**config.mk**
```make
export PLATFORM = sky130hd
export DESIGN_NAME = dmem_access_seq
export DESIGN_NICKNAME = d
export VERILOG_FILES = /design/src/rtl/dmem_access_seq_pkg.sv /design/src/rtl/dmem_access_seq_byte_lane.sv /design/src/rtl/dmem_access_seq.sv
export SDC_FILE = /design/constraint.sdc
export NUM_CORES = 1
export LEC_CHECK = 0
export ABC_AREA = 1
export CAP_MARGIN = 20
export CELL_PAD_IN_SITES_DETAIL_PLACEMENT = 2
export CELL_PAD_IN_SITES_GLOBAL_PLACEMENT = 2
export CORE_UTILIZATION = 26
export DETAILED_ROUTE_END_ITERATION = 8
export GPL_TIMING_DRIVEN = 0
export PLACE_DENSITY = 0.82
export SETUP_SLACK_MARGIN = 0.5
export SLEW_MARGIN = 5
export SYNTH_ARGS = -nofsm -noshare
export SYNTH_HDL_FRONTEND = slang
export SYNTH_SLANG_ARGS = --single-unit
```
**constraint.sdc**
```tcl
create_clock -name clk -period 5.9 [get_ports clk]
set_input_delay 1.475 -clock clk [delete_from_list [all_inputs] [get_ports clk]]
set_output_delay 1.475 -clock clk [all_outputs]
set_load 0.02 [all_outputs]
```
**src/rtl/dmem_access_seq_pkg.sv**
```systemverilog
`default_nettype none
// ============================================================================
// Module      : dmem_access_seq_pkg
// Description : Shared definitions for the data-memory access sequencer.
//               - dmem_state_e : sequencer state encoding
//               - mem_req_s    : registered memory request {we, addr, wdata}
//               - byte_merge() : replace one little-endian byte lane of a word
// Revision    : 1.0 - initial release
// ============================================================================
package dmem_access_seq_pkg;

    localparam int DMEM_WORD_W     = 32;
    // Widest word address a 32-bit byte address can carry.
    localparam int DMEM_MAX_ADDR_W = 30;

    typedef enum logic [2:0] {
        ST_IDLE  = 3'd0,
        ST_RD    = 3'd1,
        ST_MERGE = 3'd2,
        ST_WR    = 3'd3,
        ST_RESP  = 3'd4
    } dmem_state_e;

    typedef struct packed {
        logic                       we;
        logic [DMEM_MAX_ADDR_W-1:0] addr;
        logic [DMEM_WORD_W-1:0]     wdata;
    } mem_req_s;

    // Lane 0 is bits 7:0 (little-endian).
    function automatic logic [DMEM_WORD_W-1:0] byte_merge(
        input logic [DMEM_WORD_W-1:0] word,
        input logic [7:0]             byte_val,
        input logic [1:0]             lane
    );
        logic [DMEM_WORD_W-1:0] merged;
        merged = word;
        merged[{lane, 3'b000} +: 8] = byte_val;
        return merged;
    endfunction

endpackage : dmem_access_seq_pkg
`default_nettype wire

```
**src/rtl/dmem_access_seq_byte_lane.sv**
```systemverilog
`default_nettype none
// ============================================================================
// Module      : dmem_byte_lane
// Description : Combinational byte-lane helper for sub-word memory ops.
//               merged_o  : word_i with lane lane_i replaced by byte_i (SB)
//               extract_o : lane lane_i of word_i, zero-extended (LBU)
// Ports       : word_i[31:0], byte_i[7:0], lane_i[1:0] -> merged_o, extract_o
// Revision    : 1.0 - initial release
// ============================================================================
module dmem_byte_lane
    import dmem_access_seq_pkg::*;
(
    input  logic [31:0] word_i,
    input  logic [7:0]  byte_i,
    input  logic [1:0]  lane_i,
    output logic [31:0] merged_o,
    output logic [31:0] extract_o
);

    assign merged_o  = byte_merge(word_i, byte_i, lane_i);
    assign extract_o = {24'h00_0000, word_i[{lane_i, 3'b000} +: 8]};

endmodule : dmem_byte_lane
`default_nettype wire

```
**src/rtl/dmem_access_seq.sv**
```systemverilog
`default_nettype none
// ============================================================================
// Module      : dmem_access_seq
// Description : Sequences LW / LBU / SW / SB onto a word-wide, variable-latency
//               data memory using a req/ack handshake. SB is a read-modify-
//               write, LBU a word read plus byte extraction. stall_o holds the
//               core while an access is in flight.
// Ports       : clk, n_reset (async, active low)
//               op_valid_i/op_ready_o, is_load/store/byte_op_i, addr_i,
//               store_data_i   - decoded op from execute
//               rd_data_o/rd_valid_o - load result (one-cycle valid pulse)
//               stall_o        - pipeline hold
//               mem_req_o/we_o/addr_o/wdata_o, mem_ack_i/rdata_i - memory
//               mem_err_o      - ack timeout pulse (DMEM_TIMEOUT_EN only)
// Options     : `define DMEM_TIMEOUT_EN adds the ack-wait timeout counter and
//               the mem_err_o port; otherwise the block waits forever.
// Revision    : 1.0 - initial release
// ============================================================================
module dmem_access_seq
    import dmem_access_seq_pkg::*;
#(
    parameter int ADDR_W         = 10,
    parameter int DATA_W         = 32,
    parameter int TIMEOUT_CYCLES = 64
) (
    input  logic              clk,
    input  logic              n_reset,
    input  logic              op_valid_i,
    output logic              op_ready_o,
    input  logic              is_load_op_i,
    input  logic              is_store_op_i,
    input  logic              is_byte_op_i,
    input  logic [31:0]       addr_i,
    input  logic [DATA_W-1:0] store_data_i,
    output logic [DATA_W-1:0] rd_data_o,
    output logic              rd_valid_o,
    output logic              stall_o,
    output logic              mem_req_o,
    output logic              mem_we_o,
    output logic [ADDR_W-1:0] mem_addr_o,
    output logic [DATA_W-1:0] mem_wdata_o,
    input  logic              mem_ack_i,
    input  logic [DATA_W-1:0] mem_rdata_i
`ifdef DMEM_TIMEOUT_EN
    ,
    output logic              mem_err_o
`endif
);

    if (DATA_W != 32) begin : g_data_w_chk
        $error("dmem_access_seq: DATA_W must be 32");
    end
    if (ADDR_W > DMEM_MAX_ADDR_W) begin : g_addr_w_chk
        $error("dmem_access_seq: ADDR_W must not exceed 30");
    end

    // ------------------------------------------------------------------
    // State and datapath registers
    // ------------------------------------------------------------------
    dmem_state_e state_q, state_d;
    mem_req_s    mem_q, mem_d;
    logic        req_q, req_d;
    logic [31:0] rdata_q, rdata_d;       // word captured from memory
    logic [31:0] rd_data_q, rd_data_d;
    logic        rd_valid_q, rd_valid_d;
    logic        is_load_q, is_load_d;
    logic        is_byte_q, is_byte_d;
    logic [1:0]  lane_q, lane_d;
    logic [7:0]  sbyte_q, sbyte_d;       // SB source byte

    logic        w_accept;
    logic        w_tmo_hit;
    logic [31:0] w_merged;
    logic [31:0] w_extract;

    assign w_accept = (state_q == ST_IDLE) && op_valid_i &&
                      (is_load_op_i || is_store_op_i);

    dmem_byte_lane u_byte_lane (
        .word_i    (rdata_q),
        .byte_i    (sbyte_q),
        .lane_i    (lane_q),
        .merged_o  (w_merged),
        .extract_o (w_extract)
    );

    // ------------------------------------------------------------------
    // FSM: state register
    // ------------------------------------------------------------------
    always_ff @(posedge clk or negedge n_reset) begin
        if (!n_reset) begin
            state_q <= ST_IDLE;
        end else begin
            state_q <= state_d;
        end
    end

    // ------------------------------------------------------------------
    // FSM: next state. A load wins when both op flags are set.
    // ------------------------------------------------------------------
    always_comb begin
        state_d = state_q;
        case (state_q)
            ST_IDLE: begin
                if (w_accept) begin
                    // Loads and SB both need the current word first.
                    state_d = (is_load_op_i || is_byte_op_i) ? ST_RD : ST_WR;
                end
            end
            ST_RD: begin
                if (mem_ack_i) begin
                    state_d = is_load_q ? ST_RESP : ST_MERGE;
                end else if (w_tmo_hit) begin
                    state_d = ST_IDLE;
                end
            end
            ST_MERGE: state_d = ST_WR;
            ST_WR: begin
                if (mem_ack_i || w_tmo_hit) begin
                    state_d = ST_IDLE;
                end
            end
            ST_RESP: state_d = ST_IDLE;
            default: state_d = ST_IDLE;
        endcase
    end

    // ------------------------------------------------------------------
    // FSM outputs / datapath next values. Request fields are registered
    // from the next state, so they only change on entry to RD or WR and
    // stay frozen while req is high.
    // ------------------------------------------------------------------
    always_comb begin
        mem_d      = mem_q;
        rdata_d    = rdata_q;
        rd_data_d  = rd_data_q;
        is_load_d  = is_load_q;
        is_byte_d  = is_byte_q;
        lane_d     = lane_q;
        sbyte_d    = sbyte_q;

        if (w_accept) begin
            is_load_d  = is_load_op_i;
            is_byte_d  = is_byte_op_i;
            lane_d     = addr_i[1:0];
            sbyte_d    = store_data_i[7:0];
            // Upper address bits beyond the memory window are dropped.
            mem_d.addr = DMEM_MAX_ADDR_W'(addr_i[ADDR_W+1:2]);
            if (!is_load_op_i && !is_byte_op_i) begin
                mem_d.wdata = store_data_i;
            end
        end

        if ((state_q == ST_RD) && mem_ack_i) begin
            rdata_d = mem_rdata_i;
        end

        if (state_q == ST_MERGE) begin
            mem_d.wdata = w_merged;
        end

        mem_d.we   = (state_d == ST_WR);
        req_d      = (state_d == ST_RD) || (state_d == ST_WR);

        // The result register is loaded from RESP, so the valid pulse
        // appears the cycle after RESP.
        rd_valid_d = (state_q == ST_RESP);
        if (state_q == ST_RESP) begin
            rd_data_d = is_byte_q ? w_extract : rdata_q;
        end
    end

    always_ff @(posedge clk or negedge n_reset) begin
        if (!n_reset) begin
            mem_q      <= '0;
            req_q      <= 1'b0;
            rdata_q    <= '0;
            rd_data_q  <= '0;
            rd_valid_q <= 1'b0;
            is_load_q  <= 1'b0;
            is_byte_q  <= 1'b0;
            lane_q     <= 2'b00;
            sbyte_q    <= 8'h00;
        end else begin
            mem_q      <= mem_d;
            req_q      <= req_d;
            rdata_q    <= rdata_d;
            rd_data_q  <= rd_data_d;
            rd_valid_q <= rd_valid_d;
            is_load_q  <= is_load_d;
            is_byte_q  <= is_byte_d;
            lane_q     <= lane_d;
            sbyte_q    <= sbyte_d;
        end
    end

    // ------------------------------------------------------------------
    // Optional ack-wait timeout
    // ------------------------------------------------------------------
`ifdef DMEM_TIMEOUT_EN
    localparam int TMO_W = ($clog2(TIMEOUT_CYCLES + 1) > 8) ?
                           $clog2(TIMEOUT_CYCLES + 1) : 8;

    logic [TMO_W-1:0] tmo_cnt_q, tmo_cnt_d;
    logic             err_q, err_d;

    // Counts un-acked request cycles; an ack on the limit cycle wins.
    always_comb begin
        tmo_cnt_d = '0;
        w_tmo_hit = 1'b0;
        if (((state_q == ST_RD) || (state_q == ST_WR)) && !mem_ack_i) begin
            if (tmo_cnt_q == TMO_W'(TIMEOUT_CYCLES - 1)) begin
                w_tmo_hit = 1'b1;
            end else begin
                tmo_cnt_d = tmo_cnt_q + 1'b1;
            end
        end
        err_d = w_tmo_hit;
    end

    always_ff @(posedge clk or negedge n_reset) begin
        if (!n_reset) begin
            tmo_cnt_q <= '0;
            err_q     <= 1'b0;
        end else begin
            tmo_cnt_q <= tmo_cnt_d;
            err_q     <= err_d;
        end
    end

    assign mem_err_o = err_q;
`else
    assign w_tmo_hit = 1'b0;
`endif

    // ------------------------------------------------------------------
    // Outputs
    // ------------------------------------------------------------------
    assign op_ready_o  = (state_q == ST_IDLE);
    assign stall_o     = (state_q != ST_IDLE);
    assign mem_req_o   = req_q;
    assign mem_we_o    = mem_q.we;
    assign mem_addr_o  = mem_q.addr[ADDR_W-1:0];
    assign mem_wdata_o = mem_q.wdata;
    assign rd_data_o   = rd_data_q;
    assign rd_valid_o  = rd_valid_q;

    // A decoded op must not be both a load and a store.
    a_ld_st_excl: assert property (@(posedge clk) disable iff (!n_reset)
        !(w_accept && is_load_op_i && is_store_op_i))
        else $warning("dmem_access_seq: op flagged as both load and store");

endmodule : dmem_access_seq
`default_nettype wire
```
==> results.json <==
{
  "grt-ovfl-total": 0,
  "final_cell_mix": "nand2_1 (260), clkdlybuf4s50_1 (160), dfrtp_1 (124)",
  "syn_avg_cell_area_um2": 7.83,
  "io_pins": 182,
  "fmax_ghz": 0.280,
  "clk_latency_ns": 0.42,
  "synth_seq_cells": 124,
  "pre_cts_ws_ns": 2.73,
  "slowest_delay_ns": 0.57,
  "rows": 55,
  "htreeDepth": 4,
  "antenna_found_initial": 0,
  "timing.final.ws_setup_ns": 2.33,
  "synth_top_area_share_pct": 51.0,
  "synth_area_leaders": "dfrtp_1 (51%), nand2_1 (16%), nor2_1 (6.9%), nand3_1 (6.5%), a21oi_1 (3.4%)",
  "p_leak_nw": 4.09,
  "status": "completed",
  "grt_pass1_vias": 6781,
  "tightest_slew_ns": 0.603,
  "die_h_um": 155,
  "slew_headroom_pct": 59.8,
  "drv_cap": 0,
  "clkSinkCount": 124,
  "drt_iter0_drc": 215,
  "cp_max_fo": 10,
  "drc": 0,
  "grt_setup_unrepaired": "no",
  "fp.dieW_um": 155,
  "crit_buf_inv": 2,
  "hold_viol": 0,
  "area_growth_pct": 43.0,
  "start_kind": "flop",
  "cts-buffers-inserted": 17,
  "synth_top_area_cell": "dfrtp_1",
  "slowest_stage": "clkdlybuf4s50_1",
  "grt_max_degree": 67,
  "n_antenna_cell": 0,
  "drive_gt1_share_pct": 8.77,
  "min_period_ns": 3.57,
  "cpLargestDelayFamily": "buffers and inverters",
  "crit_path_end_kind": "output port",
  "cts_resized": 0,
  "core_um2": 22800,
  "finalPower_mw": 5.11,
  "min_path_type": "reg2reg",
  "clock_path_buffers": 2,
  "wl_per_cell_um": 18.9,
  "ir_drop_v": 0.000179,
  "final_nets": 1066,
  "maxSlewViolCount": 0,
  "worstPathRequired_ns": 4.43,
  "path_cells": "nor2_4 -> buf_2 -> nand2_1 -> clkdlybuf4s50_1",
  "ys_seq_area_share_pct": 51.0,
  "grt_pass1_wl_um": 37900,
  "drt_wl_total_um": 24200,
  "synthCells": 777,
  "cts_tree": "done",
  "first_pass_iters": 4,
  "final_core_util_pct": 38.2,
  "synth_warnings": 0,
  "postCtsSetupBuffers": 0,
  "initial_core_util_pct": 26.7,
  "synth.net_count": 885,
  "placed_area_um2": 8110,
  "ant_nets": 0,
  "dieArea_um2": 24000,
  "io_buffers": 161,
  "path_clk_slew_ns": 0.06,
  "final_common_cell": "nand2_1",
  "layout_worst_path_cycle_share_pct": 60.5,
  "syn-cell-area_um2": 6080,
  "tns_ns": 0,
  "crit_type": "reg2out",
  "ys_types": 24,
  "gp_congestion": 0.817,
  "post-route-cell-area_um2": 8700,
  "setup_viol": 0,
  "fin_skew_ns": 0.00600,
  "p_per_area_nw_per_um2": 588,
  "dr_total_vias": 6063,
  "fill_cells": 2622,
  "root_buffer": "clkbuf_16",
  "dp_hpwl_um": 18200,
  "grt.total_usage_pct": 21.2,
  "cp.arrival_ns": 2.10,
  "vias_per_cell": 4.73,
  "hold_buffers": 0
}
## tightest hold or removal path, stage by stage (launching register included)
cell     delay, ns
dfrtp_1       0.34
nand2_1       0.05
nand2_1       0.05
## cell families (layout without fill, tap and decap cells)
| logic type | after synthesis | after routing | synth area share [%] |
|---|---|---|---|
| muxes | 16 | 16 | 2.96 |
| AOI/OAI and AO/OA | 84 | 84 | 7.24 |
| DFF | 124 | 124 | 51.0 |
| and+or+nand+nor | 464 | 464 | 31.4 |
| adders and majority gates | 5 | 5 | 1.03 |
| buffers and inverters | 84 | 276 | 6.36 |
## layout make-up
class	instances	area [um2]	share of cell area, %
Tap cell	313	392	4.50
Clock buffer	23	468	5.38
Clock inverter	7	115	1.32
Inverter	43	161	1.86
Buffer	41	225	2.59
Sequential cell	124	3100	35.7
Timing Repair Buffer	162	1640	18.9
Multi-Input combinational cell	569	2590	29.8
## power by group
part	leakage (nW)	total [mW]	internal (mW)	switching, mW
combinational	2.29	2.46	0.966	1.49
sequential	1.52	1.59	1.25	0.338
clock	0.279	1.07	0.680	0.386
## cell usage after synthesis, drive strengths merged
| cell | count |
|---|---|
| nand2 | 263 |
| dfrtp | 124 |
| nor2 | 114 |
| nand3 | 80 |
| a21oi | 41 |
| inv | 40 |
| o21ai | 35 |
| buf | 28 |
| mux2 | 16 |
| clkbuf | 13 |
| o31ai | 8 |
| or2 | 6 |
| ha | 5 |
| clkinv | 3 |
| nor3 | 1 |
## layer usage
layer | vias to the layer above | GRT usage, % | wire (um) | part of all wire (%)
li1 | 2827 | - | - | -
met1 | 3067 | 25.9 | 10500 | 43
met2 | 138 | 37.4 | 12100 | 50
met3 | 31 | 4.15 | 1120 | 4.6
met4 | 0 | 6.84 | 446 | 1.8
met5 | - | 0 | 0 | 0
## stage by stage
step | instances | hold slack, ns
2_1_floorplan | 777 | 0.483
3_3_place_gp | 1251 | 0.461
3_5_place_dp | 1252 | 0.471
4_1_cts | 1282 | 0.482
5_1_grt | 1282 | 0.511
6_report | 1282 | 0.477
## worst paths after layout
check                         startpoint               to  slack, ns  cells after the start
min reg2reg                mem_addr_o[6]    mem_addr_o[6]       0.48                      2
min                        mem_addr_o[6]    mem_addr_o[6]       0.48                      2
max in group asynchronous        n_reset       sbyte_q[6]       4.14                      2
max                           state_q[2]          stall_o       2.33                      4
min in group asynchronous        n_reset    rd_data_o[20]       1.02                      1
max reg2reg                    lane_q[0]  mem_wdata_o[26]       3.34                     11
## sequential cells by signal (all words and copies together), names as in the netlist
signal / count
lane_q: 2
is_byte_q: 1
rd_data_o: 32
rdata_q: 32
mem_req_o: 1
mem_we_o: 1
rd_valid_o: 1
sbyte_q: 8
state_q: 3
is_load_q: 1
mem_wdata_o: 32
mem_addr_o: 10
(Power assumes the default switching activity.)
